File: src/rtl/ploc_pkg.sv
// Shared types and constants for the parking-lot occupancy counter.
// Sensor codes are {a,b}: a = outer sensor, b = inner sensor.
package ploc_pkg;

   typedef enum logic [2:0] {
      IDLE,
      A_ONLY,
      AB_IN,
      B_IN,
      B_ONLY,
      AB_OUT,
      A_OUT,
      FAULT
   } gate_state_e;

   localparam logic [1:0] S_NONE = 2'b00;
   localparam logic [1:0] S_A    = 2'b10;
   localparam logic [1:0] S_B    = 2'b01;
   localparam logic [1:0] S_AB   = 2'b11;

   function automatic int clog2(input int value);
      int r;
      r = 0;
      while ((1 << r) < value) r++;
      return r;
   endfunction

endpackage

File: src/rtl/ploc_gate_fsm.sv
// One gate: two-flop synchroniser, debounce filter and direction decoder.
// Emits registered one-cycle pulses only for complete, legal passages.
module ploc_gate_fsm
   import ploc_pkg::*;
#(
   parameter int DEB_CYCLES = 4
) (
   input  logic clk,
   input  logic reset,
   input  logic sens_a,
   input  logic sens_b,
   output logic enter_evt,
   output logic exit_evt,
   output logic gate_err
);

   localparam int CW = clog2(DEB_CYCLES + 1);
   localparam logic [CW-1:0] DEB_N = CW'(DEB_CYCLES);

   logic [1:0]    sync1, sync2, filt, cand;
   logic [CW-1:0] cnt, run;
   gate_state_e   state, state_nxt;
   logic          enter_nxt, exit_nxt, err_nxt;

   always_ff @(posedge clk) begin
      if (reset) begin
         sync1 <= S_NONE;
         sync2 <= S_NONE;
      end else begin
         sync1 <= {sens_a, sens_b};
         sync2 <= sync1;
      end
   end

   // run = length of the current streak of an unchanged value that differs from filt
   always_comb run = (sync2 == cand && cnt != '0) ? cnt + CW'(1) : CW'(1);

   always_ff @(posedge clk) begin
      if (reset) begin
         filt <= S_NONE;
         cand <= S_NONE;
         cnt  <= '0;
      end else begin
         cand <= sync2;
         if (sync2 == filt) begin
            cnt <= '0;
         end else if (run >= DEB_N) begin
            filt <= sync2;
            cnt  <= '0;
         end else begin
            cnt <= run;
         end
      end
   end

   always_comb begin
      state_nxt = state;
      case (state)
         IDLE:   if (filt == S_A)         state_nxt = A_ONLY;
                 else if (filt == S_B)    state_nxt = B_ONLY;
                 else if (filt == S_AB)   state_nxt = FAULT;
         A_ONLY: if (filt == S_AB)        state_nxt = AB_IN;
                 else if (filt == S_NONE) state_nxt = IDLE;
                 else if (filt == S_B)    state_nxt = FAULT;
         AB_IN:  if (filt == S_B)         state_nxt = B_IN;
                 else if (filt == S_A)    state_nxt = A_ONLY;
                 else if (filt == S_NONE) state_nxt = FAULT;
         B_IN:   if (filt == S_NONE)      state_nxt = IDLE;
                 else if (filt == S_AB)   state_nxt = AB_IN;
                 else if (filt == S_A)    state_nxt = FAULT;
         B_ONLY: if (filt == S_AB)        state_nxt = AB_OUT;
                 else if (filt == S_NONE) state_nxt = IDLE;
                 else if (filt == S_A)    state_nxt = FAULT;
         AB_OUT: if (filt == S_A)         state_nxt = A_OUT;
                 else if (filt == S_B)    state_nxt = B_ONLY;
                 else if (filt == S_NONE) state_nxt = FAULT;
         A_OUT:  if (filt == S_NONE)      state_nxt = IDLE;
                 else if (filt == S_AB)   state_nxt = AB_OUT;
                 else if (filt == S_B)    state_nxt = FAULT;
         FAULT:  if (filt == S_NONE)      state_nxt = IDLE;
         default: state_nxt = IDLE;
      endcase
      enter_nxt = (state == B_IN)  && (filt == S_NONE);
      exit_nxt  = (state == A_OUT) && (filt == S_NONE);
      err_nxt   = (state_nxt == FAULT) && (state != FAULT);
   end

   always_ff @(posedge clk) begin
      if (reset) begin
         state     <= IDLE;
         enter_evt <= 1'b0;
         exit_evt  <= 1'b0;
         gate_err  <= 1'b0;
      end else begin
         state     <= state_nxt;
         enter_evt <= enter_nxt;
         exit_evt  <= exit_nxt;
         gate_err  <= err_nxt;
      end
   end

endmodule

File: src/rtl/ploc_multi_gate_counter.sv
// Parking-lot occupancy counter: per-gate decoders feeding a shared
// saturating occupancy accumulator with manual load and an error tally.
module ploc_multi_gate_counter
   import ploc_pkg::*;
#(
   parameter int NUM_GATES  = 2,
   parameter int COUNT_W    = 8,
   parameter int CAPACITY   = 200,
   parameter int DEB_CYCLES = 4
) (
   input  logic                 clk,
   input  logic                 reset,
   input  logic [NUM_GATES-1:0] sens_a,
   input  logic [NUM_GATES-1:0] sens_b,
   input  logic                 load,
   input  logic [COUNT_W-1:0]   load_val,
   output logic [COUNT_W-1:0]   occupancy,
   output logic                 full,
   output logic                 empty,
   output logic [NUM_GATES-1:0] enter_evt,
   output logic [NUM_GATES-1:0] exit_evt,
   output logic [NUM_GATES-1:0] gate_err,
   output logic                 reject,
   output logic [COUNT_W-1:0]   err_count
);

   localparam int NW = clog2(NUM_GATES + 1) + 1;
   localparam int SW = COUNT_W + NW;
   localparam logic [COUNT_W-1:0]   CAP   = COUNT_W'(CAPACITY);
   localparam logic signed [SW-1:0] CAP_S = SW'(CAPACITY);

   for (genvar g = 0; g < NUM_GATES; g++) begin : gen_gate
      ploc_gate_fsm #(.DEB_CYCLES(DEB_CYCLES)) u_gate (
         .clk       (clk),
         .reset     (reset),
         .sens_a    (sens_a[g]),
         .sens_b    (sens_b[g]),
         .enter_evt (enter_evt[g]),
         .exit_evt  (exit_evt[g]),
         .gate_err  (gate_err[g])
      );
   end

   logic [NW-1:0]          n_in, n_out, n_err;
   logic signed [NW-1:0]   net;
   logic signed [SW-1:0]   sum;
   logic [SW-1:0]          err_sum;
   logic [COUNT_W-1:0]     load_c;

   always_comb begin
      n_in  = '0;
      n_out = '0;
      n_err = '0;
      for (int g = 0; g < NUM_GATES; g++) begin
         n_in  = n_in  + NW'(enter_evt[g]);
         n_out = n_out + NW'(exit_evt[g]);
         n_err = n_err + NW'(gate_err[g]);
      end
   end

   // Enters and exits cancel first, so only the true net can be clamped.
   assign net     = $signed(n_in) - $signed(n_out);
   assign sum     = $signed({{NW{1'b0}}, occupancy}) + SW'(net);
   assign err_sum = {{NW{1'b0}}, err_count} + SW'(n_err);
   assign load_c  = (load_val > CAP) ? CAP : load_val;

   always_ff @(posedge clk) begin
      if (reset) begin
         occupancy <= '0;
         err_count <= '0;
         reject    <= 1'b0;
      end else begin
         reject <= 1'b0;
         if (load) begin
            occupancy <= load_c;
         end else if (sum[SW-1]) begin
            occupancy <= '0;
            reject    <= 1'b1;
         end else if (sum > CAP_S) begin
            occupancy <= CAP;
            reject    <= 1'b1;
         end else begin
            occupancy <= sum[COUNT_W-1:0];
         end
         if (err_sum[SW-1:COUNT_W] != '0) err_count <= '1;
         else                             err_count <= err_sum[COUNT_W-1:0];
      end
   end

   assign full  = (occupancy == CAP);
   assign empty = (occupancy == '0);

endmodule
File: config.mk
export PLATFORM = sky130hd
export DESIGN_NAME = ploc_multi_gate_counter
export DESIGN_NICKNAME = d
export VERILOG_FILES = /design/src/rtl/ploc_pkg.sv /design/src/rtl/ploc_gate_fsm.sv /design/src/rtl/ploc_multi_gate_counter.sv
export SDC_FILE = /design/constraint.sdc
export NUM_CORES = 1
export LEC_CHECK = 0
export BUFFER_PORTS_ARGS = -buffer_cell sky130_fd_sc_hd__clkbuf_2
export CELL_PAD_IN_SITES_DETAIL_PLACEMENT = 2
export CELL_PAD_IN_SITES_GLOBAL_PLACEMENT = 2
export CORE_ASPECT_RATIO = 0.8
export CORE_MARGIN = 4
export CORE_UTILIZATION = 36
export CTS_BUF_LIST = sky130_fd_sc_hd__clkbuf_2
export DETAILED_ROUTE_END_ITERATION = 10
export HOLD_SLACK_MARGIN = 0.1
export PLACE_DENSITY_LB_ADDON = 0.1
export SLEW_MARGIN = 20
export SYNTH_ARGS = -nofsm -noshare
export SYNTH_HDL_FRONTEND = slang
export SYNTH_SLANG_ARGS = --single-unit
File: constraint.sdc
create_clock -name clk -period 4 [get_ports clk]
set_input_delay 0.2 -clock clk [delete_from_list [all_inputs] [get_ports clk]]
set_output_delay 0.2 -clock clk [all_outputs]
set_load 0.01 [all_outputs]
# Yosys cells after proc, flatten, opt, wreduce, memory -nomap -nowiden
# Cells that the tools add are included.
op_classes:
  reduce_logical: 21
  n_eq_ne: 29
  mux: 49
  add_sub_neg: 8
  bitwise_logic: 2
  n_lt_le_gt_ge: 4
op_table:
  columns: ["op", "count"]
  rows:
  - ["two-way mux 3 bit", 40]
  - ["one-hot mux 3 bit (8 select lines)", 2]
  - ["two-way mux 8 bit", 5]
  - ["equality test 3 bit, second input constant", 10]
  - ["equality test 3 x 2 -> 1 bit, second input constant", 4]
  - ["adder 9 x 3 -> 10 bit", 1]
  - ["greater-than comparator 10 x 9 -> 1 bit, second input constant", 1]
  - ["adder 8 x 2 -> 9 bit", 1]
  - ["nonzero test 3 bit", 3]
  - ["equality test 2 bit", 4]
  - ["equality test 2 bit, second input constant", 4]
  - ["equality test 8 bit, second input constant", 1]
  - ["greater-than comparator 8 bit, second input constant", 1]
  - ["logical AND 1 bit", 8]
  - ["zero test 8 bit", 1]
  - ["adder 1 x 1 -> 2 bit", 3]
  - ["adder 3 x 1 -> 3 bit, second input constant", 2]
  - ["equality test 3 x 1 -> 1 bit, second input constant", 2]
  - [">= comparator 3 bit, second input constant", 2]
  - ["zero test 3 bit", 2]
  - ["inequality test 3 bit, second input constant", 2]
  - ["OR reduction 3 bit", 2]
  - ["equality test 2 x 1 -> 1 bit, second input constant", 2]
  - ["zero test 2 bit", 2]
  - ["5 further kinds", 8]
word_totals:
  out_inout_bits: 25
  in_bits: 15
  ff_bits: 51
  word_cells: 134

# Logic depth before layout (Yosys ltp)
# Gate-level depths: netlist of run 1.
depth:
  word_depth: 7
  mapped_depth: 15

# Modules after synthesis
# From an unflattened synthesis of run 1, not the netlist that was laid out.
unflattened:
  cells_unflattened: 378
  hier_area_um2: 3214.3
by_module_without_submodules:
  columns: ["module", "cells_per_inst", "area_per_inst_um2", "instances", "seq_area_each_um2"]
  rows:
  - ["ploc_gate_fsm", 91, 849.6, 2, 340.3]
  - ["ploc_multi_gate_counter", 196, 1515.2, 1, 340.3]

# Worst setup path before layout of run 1
# Ideal clock, no wire load.
synth_path:
  path_type: "register -> register"
  startpoint: "register gen_gate[0].u_gate.exit_evt"
  endpoint: "register occupancy[5]"
  setup_time_ps: 62
  setup_slack_ps: 791
  arrival_ps: 3147
  path_stages_with_launch: 14
  n_path_buf: 0
  t_required_ps: 3938
  path_cell_list: "dfxtp_1 > fa_1 > inv_1 > ha_1 > inv_1 > ha_1 > fa_1 > nor4b_2 > a211oi_4 > xor2_1 > a211oi_1 > o21ai_2 > a31oi_4 > a32o_1"
synth_between:
  elab_chain_cells: 7
synth_rtl:
  columns: ["element", "line_no", "rtl"]
  rows:
  - ["start, declared", "ploc_gate_fsm.sv:13", "output logic exit_evt,"]
  - ["start signal, assigned", "ploc_gate_fsm.sv:97", "exit_evt <= exit_nxt;"]
  - ["adder 1 x 1 -> 2 bit *", "ploc_multi_gate_counter.sv:56", "n_out = n_out + NW'(exit_evt[g]);"]
  - ["subtractor 2 x 2 -> 3 bit *", "ploc_multi_gate_counter.sv:62", "assign net = $signed(n_in) - $signed(n_out);"]
  - ["adder 9 x 3 -> 10 bit *", "ploc_multi_gate_counter.sv:63", "assign sum = $signed({{NW{1'b0}}, occupancy}) + SW'(net);"]
  - ["greater-than comparator 10 x 9 -> 1 bit", "ploc_multi_gate_counter.sv:79", "end else if (sum > CAP_S) begin"]
  - ["two-way mux 8 bit", "ploc_multi_gate_counter.sv:79", null]
  - ["two-way mux 8 bit *", "ploc_multi_gate_counter.sv:76", "end else if (sum[SW-1]) begin"]
  - ["two-way mux 8 bit *", "ploc_multi_gate_counter.sv:74", "if (load) begin"]
  - ["end signal, assigned", "ploc_multi_gate_counter.sv:75", "occupancy <= load_c;"]
  - ["end signal, assigned", "ploc_multi_gate_counter.sv:83", "occupancy <= sum[COUNT_W-1:0];"]
  - ["end, declared", "ploc_multi_gate_counter.sv:17", "output logic [COUNT_W-1:0] occupancy,"]
# Mark *: on every way between the ends. The rest lies on a longest branch, timed or not.
# A chain may end at the register's enable or synchronous reset.

# Final worst setup path of run 1
layout_path:
  startpoint: "register gen_gate[0].u_gate.exit_evt"
  endpoint: "register occupancy[0]"
# The elaborated chain is that of the path after synthesis.

==> results of run 1 <==
final cells by class:
class / instances / area [um2]
antenna: 1 / 2.50
clock buffer: 6 / 30.0
clock inverter: 1 / 30.0
fill: 911 / 4590
inverter: 20 / 75.1
multi-input combinational: 246 / 1710
sequential: 51 / 1020
tap: 108 / 135
timing repair buffer: 55 / 350
synthesized netlist by cell type (3+ instances only):
master | count | share of area (%)
inv_1 | 20 | 2.5
fa_1 | 3 | 2.0
nand3b_1 | 6 | 1.5
buf_4 | 6 | 1.5
dfxtp_1 | 51 | 35
xor2_1 | 7 | 2.1
o21ai_0 | 16 | 2.7
nand2_1 | 14 | 1.8
nor3_1 | 6 | 1.0
mux2i_1 | 6 | 2.0
a31oi_1 | 7 | 1.5
clkbuf_1 | 16 | 2.0
xnor2_1 | 22 | 6.5
nand2b_1 | 11 | 2.3
nor2b_1 | 15 | 3.2
a211oi_1 | 8 | 2.0
nor3b_1 | 5 | 1.3
and3_1 | 4 | 0.85
nor4b_1 | 3 | 0.89
nand3_1 | 7 | 1.2
ha_1 | 11 | 4.7
a41oi_1 | 3 | 0.89
nor2_1 | 32 | 4.1
o31ai_1 | 3 | 0.76
a21oi_1 | 20 | 3.4
nor4_1 | 3 | 0.64
a32o_1 | 5 | 1.7
worst paths after layout:
check | from | to | slack, ns | cells after the start
setup / recovery | gen_gate[0].u_gate.exit_evt | occupancy[0] | 0.39 | 13
hold / removal | load_val[3] | occupancy[3] | 0.22 | 5
setup reg to reg | gen_gate[0].u_gate.exit_evt | occupancy[0] | 0.39 | 13
hold reg to reg | gen_gate[0].u_gate.sync1[1] | gen_gate[0].u_gate.sync2[1] | 0.46 | 1
where the power goes:
part	switching (W)	leakage (nW)	internal, W
registers	0.0000215	0.415	0.000524
logic	0.0000581	0.877	0.0000528
clock network	0.000160	0.0391	0.000105
registers in the layout, indices dropped and copies added, names as in the netlist:
signal,flops
gen_gate.u_gate.gate_err,2
occupancy,8
gen_gate.u_gate.sync2,4
gen_gate.u_gate.cand,4
gen_gate.u_gate.cnt,6
gen_gate.u_gate.sync1,4
gen_gate.u_gate.enter_evt,2
err_count,8
reject,1
gen_gate.u_gate.filt,4
gen_gate.u_gate.exit_evt,2
gen_gate.u_gate.state,6
metrics by stage:
stage	hold WS (ns)	utilization (%)
2_1_floorplan	0.278	-
3_3_place_gp	0.408	39.7
3_5_place_dp	0.424	39.7
4_1_cts	0.115	42.1
5_1_grt	0.187	42.2
6_report	0.215	42.3
kinds of logic after synthesis:
group,share of synthesized area (%)
flip-flops,34.6
XOR/XNOR,8.62
buffers and inverters,7.34
AO/OA/AOI/OAI,19.2
other,0.127
adder cells (fa/ha/maj),6.71
multiplexers,2.55
AND/OR/NAND/NOR,20.8
critical path, delay by kind of cell (launching register included):
kind / cells / cell delay [ns]
xor gates and xnor gates: 1 / 0.17
and+or+nand+nor: 1 / 0.36
DFF: 1 / 0.39
adders and majority gates: 4 / 1.44
buffers and inverters: 2 / 0.11
AOI/OAI and AO/OA: 5 / 1.08
routing by layer:
metal | vias to the layer above | GRT usage, % | share of wire (%)
met4 | 0 | 3.85 | 1.3
li1 | 1258 | - | -
met2 | 29 | 29.8 | 49
met5 | - | 0 | 0
met1 | 1253 | 22.6 | 48
met3 | 9 | 3.47 | 2.5
what timing repair did:
item,CTS,global route
hold buffers,13,1
endpoints found under the hold margin,12,7
buffers inserted,0,0
==> summary.md, run 1 <==
| Metric | Value |
|---|---|
| Status | complete, no violations |
| FFs w/ async S/R, synth | 0% |
| Area grow syn2layout | 13.9% |
| Share of cells above drive strength 1 | around 16% |
| Initial antenna violation count | 0 |
| Leakage power total | 1.33 nW |
| Vias in the first global route | about 2700 |
| Cell Chain, Critical Path | fa_1 > inv_1 > ha_1 > inv_1 > ha_1 > fa_1 > nor4b_2 > a211oi_4 > xor2_1 > a211oi_1 > o21ai_2 > a31oi_4 > a32o_1 |
| Placed cell area | between 0.003 and 0.004 mm2 |
| Port buffer count | 39 |
| Clock Pin Slew Worst Setup and Hold Paths | 0.26 ns |
| Die area | slightly below 0.01 mm2 |
| Max Root-Sink Buffers | 2 |
| Vias per inst | 5.22 |
| Hold Vio Cnt, Final | 0 |
| Core area | 0.00795 mm2 |
| Maximum vdd ir drop | 0.000149 V |
| Slowest-stage cell, CP | fa_1 |
| First-pass GRT wire length | 13.4 mm |
| Hpwl dp | 5.88 mm |
| Final Non-Filler Cells | between 400 and 500 |
| Clock latency on the worst-skew pair | 0.43 ns |
| Period utilization | roughly nine tenths |
| Register area share after synthesis | around a third |
| Vias | 2549 |
| I/O pin cnt | 40 |
| Slew HR | 57.6% |
| Avg Inst Size Synth | 8.59 um2 |
| Detailed Route WL | 7.92 mm |
| Final Setup Violations | 0 |
| CP max FO | 7 |
| Post-synth EDFFs | 0 |
| Cell Area, Synth | 0.00295 mm2 |
| RSZ-0062 raised after global routing | false |
| Netlist cell types | 53 |
| Grt total ovfl | 0 |
| DRC viols | 0 |
| Crit path DAT | 3.98 ns |
| Critical path class | reg2reg |
| Most frequent cells in the layout | dfxtp_1 (51), clkbuf_2 (45), nor2_1 (32) |
| Pwr Density | between 200 and 300 mW/mm2 |
| Final instance area | 0.00336 mm2 |
| DRT Pass-1 Iters | 4 |
| Nature of the critical path endpoint | flip-flop |
| Placed cell count | 466 |
| Sink Count | just over 50 |
| Fin nets | around 410 |
| Die width | between 100 and 150 um |
| Setup WS post-layout | 0.394 ns |
| Worst min path class | in2reg |
| Worst slew pin tran | 0.631 ns |
| Post-synth top flop | dfxtp_1 |
| Max frequency | about 280 MHz |
| Post-Synthesis Cells | 343 |
| Clock root buffer | clkbuf_2 |
| Commonest non-fill, non-tap cell in the layout | dfxtp_1 |
| Seq cells post-synth | 51 |
| Final Max Tran Viols | 0 |
| Final critical path time including I/O delays and setup | 3.61 ns |
| Gpl congestion | 0.758 |
| ANT nets after route | 0 |
| Total track usage | 17.3% |
| Standard-cell rows | 29 |
| Setup_tns | 0 ns |
| Max-cap viol count | 0 |
| Cts bufs inserted | 5 |
| Pre-CTS setup slack | 0.463 ns |
| Htree depth | 2 |
| Routed length per instance | 16.2 um |
| Syn. warnings | 0 |
| Total Power | 0.000922 W |
| Largest net degree at the start of global routing | 37 |
| WP data required | 4.37 ns |
| Initial core utilization | 37.1% |
| Startpoint Class | flip-flop |
| Peak per-stage delay on the critical path | 0.54 ns |
| Final setup skew | 0.0254 ns |
| DIE HEIGHT | 88.9 um |
| Post-CTS sizing | 0 |
| 1st-iter DRT viols | 71 |
| CTS tree | yes |
No activity file was read; power rests on OpenSTA's default activity.
==> run 2: changes to the inputs <==
==> constraint.sdc (replaced) <==
create_clock -name clk -period 4 [get_ports clk]
set_input_delay 0.6 -clock clk [delete_from_list [all_inputs] [get_ports clk]]
set_output_delay 0.6 -clock clk [all_outputs]
set_load 0.01 [all_outputs]
==> summary.md, run 2 (synthesis results as in run 1) <==
| Metric | Value |
|---|---|
| Max Root-Sink Buffers | 2 |
| Core Util, Final | roughly 40% |
| Buffers & Inverters on Critical Path | 2 |
| Biggest regs | err_count (8), occupancy (8) |
| Gpl congestion | about 0.75 |
| Final Non-Filler Cells | 474 |
| Hold Vio Cnt, Final | 0 |
| Clock root buffer | clkbuf_2 |
| First-pass GRT wire length | ~13 mm |
| WHS Endpoint | gen_gate[0].u_gate.sync1[1] |
| Critical path class | reg2reg |
| Crit path DAT | between 4 and 5 ns |
| CTS Hold Buffers Added | 0 |
| Uppermost layer routed | met4 |
| Total Power | 0.000855 W |
| Sink Count | just over 50 |
| Clock Pin Slew Worst Setup and Hold Paths | approximately 0.27 ns |
| Hpwl dp | between 5 and 6 mm |
| Total track usage | between 10% and 20% |
| Met3 WL post-DR | 229 um |
| Final critical path time including I/O delays and setup | roughly 3.7 ns |
| Core area | between 0.007 and 0.008 mm2 |
| Grt total ovfl | 0 |
| Vias in the first global route | 2590 |
| Port buffer count | 39 |
| HP Start | sens_a[0] |
| Setup_tns | 0 ns |
| CP top delay family | adder cells |
| CTS tree | yes |
| ANT nets after route | 0 |
| Status | complete, no violations |
| Area grow syn2layout | 8.49% |
| Worst min path class | in2reg |
| Commonest non-fill, non-tap cell in the layout | dfxtp_1 |
| Cts bufs inserted | 5 |
| Slew HR | 51.8% |
| Final Max Tran Viols | 0 |
| Final Setup Violations | 0 |
| CP max FO | 7 |
| Detailed Route WL | 7.70 mm |
| I/O pin cnt | 40 |
| Max frequency | 269 MHz |
| Worst slew pin tran | 0.718 ns |
| Standard-cell rows | 29 |
| Worst Hold Path Cells | 2 |
| Startpoint Class | flip-flop |
| Clock latency on the worst-skew pair | 0.42 ns |
| Fin nets | 394 |
| Die width | between 100 and 150 um |
| Fill cell count | 914 |
| WP data required | 4.35 ns |
| Pwr Density | around 270 mW/mm2 |
| DR WL met2 | 3.64 mm |
| 1st-iter DRT viols | 105 |
| Initial antenna violation count | 0 |
| Most frequent cells in the layout | dfxtp_1 (51), clkbuf_2 (45), nor2_1 (32) |
| DRC viols | 0 |
| Initial core utilization | 37.1% |
| Cell Chain, Critical Path | fa_1 > inv_1 > ha_1 > inv_1 > ha_1 > fa_1 > nor4b_2 > a211oi_4 > xor2_1 > a211oi_1 > o21ai_2 > a31oi_4 > a32o_1 |
| Setup slack, reg-to-reg | 0.29 ns |
| Max-cap viol count | 0 |
| Largest net degree at the start of global routing | 29 |
| Nature of the critical path endpoint | flip-flop |
| Final setup skew | 0.0279 ns |
| DRT Pass-1 Iters | 4 |
| DIE HEIGHT | 88.9 um |
| Maximum vdd ir drop | 0.000129 V |
| Htree depth | 2 |
| Vias per inst | 5.25 |
| Path depth of the worst reg2reg path | 13 |
| Reg2reg start | gen_gate[0].u_gate.exit_evt |
| Placed cell count | 466 |
| Period utilization | 92.8% |
| Slowest-stage cell, CP | fa_1 |
| Vias | approximately 2500 |
| Hold_ws | 0.368 ns |
| Setup bufs post-CTS | 0 |
| WL met1 | 3.71 mm |
| Share of cells above drive strength 1 | 16.4% |
| Antenna Cells | 0 |
| Post-CTS sizing | 0 |
| Peak per-stage delay on the critical path | 0.54 ns |
| Routed length per instance | ~16 um |
| R2r endpoint | occupancy[4] |
| RSZ-0062 raised after global routing | false |
| Die area | 0.00971 mm2 |
| Leakage power total | approximately 1.3 nW |
run 2: stage by stage:
step                      cell area [um2]  worst slack, ns
after global routing                 3200            0.112
after CTS                            3200            0.281
after floorplan                      2950            0.791
final                                3200            0.288
after global placement               3160            0.630
after detailed placement             3160            0.381
run 2: worst max path at each step:
stage	start	to	slack, ns	cells past startpoint
after floorplan	gen_gate[0].u_gate.exit_evt	occupancy[5]	0.79	13
after global placement	gen_gate[0].u_gate.exit_evt	reject	0.63	13
after detailed placement	gen_gate[0].u_gate.exit_evt	occupancy[2]	0.38	13
after CTS	gen_gate[0].u_gate.exit_evt	occupancy[4]	0.28	13
after global routing	gen_gate[1].u_gate.enter_evt	occupancy[4]	0.11	14
final	gen_gate[0].u_gate.exit_evt	occupancy[4]	0.29	13
run 2: per-layer routing:
metal	vias to the layer above	track usage [%]
met5	-	0
li1	1231	-
met4	0	4.76
met3	12	3.32
met1	1206	22.4
met2	41	28.3
run 2: layout make-up:
cell class,instances,area (um2),area share [%]
multi-input combinational,246,1710,53.6
sequential,51,1020,31.9
clock buffer,6,30.0,0.939
tap,108,135,4.23
clock inverter,2,12.5,0.391
inverter,20,75.1,2.35
timing repair buffer,41,210,6.57
run 2: power by group:
group / total (W) / switching (W) / internal, W
combinational: 0.0000994 / 0.0000556 / 0.0000438
clock: 0.000210 / 0.000164 / 0.0000454
sequential: 0.000546 / 0.0000215 / 0.000525
total: 0.000855 / 0.000241 / 0.000614
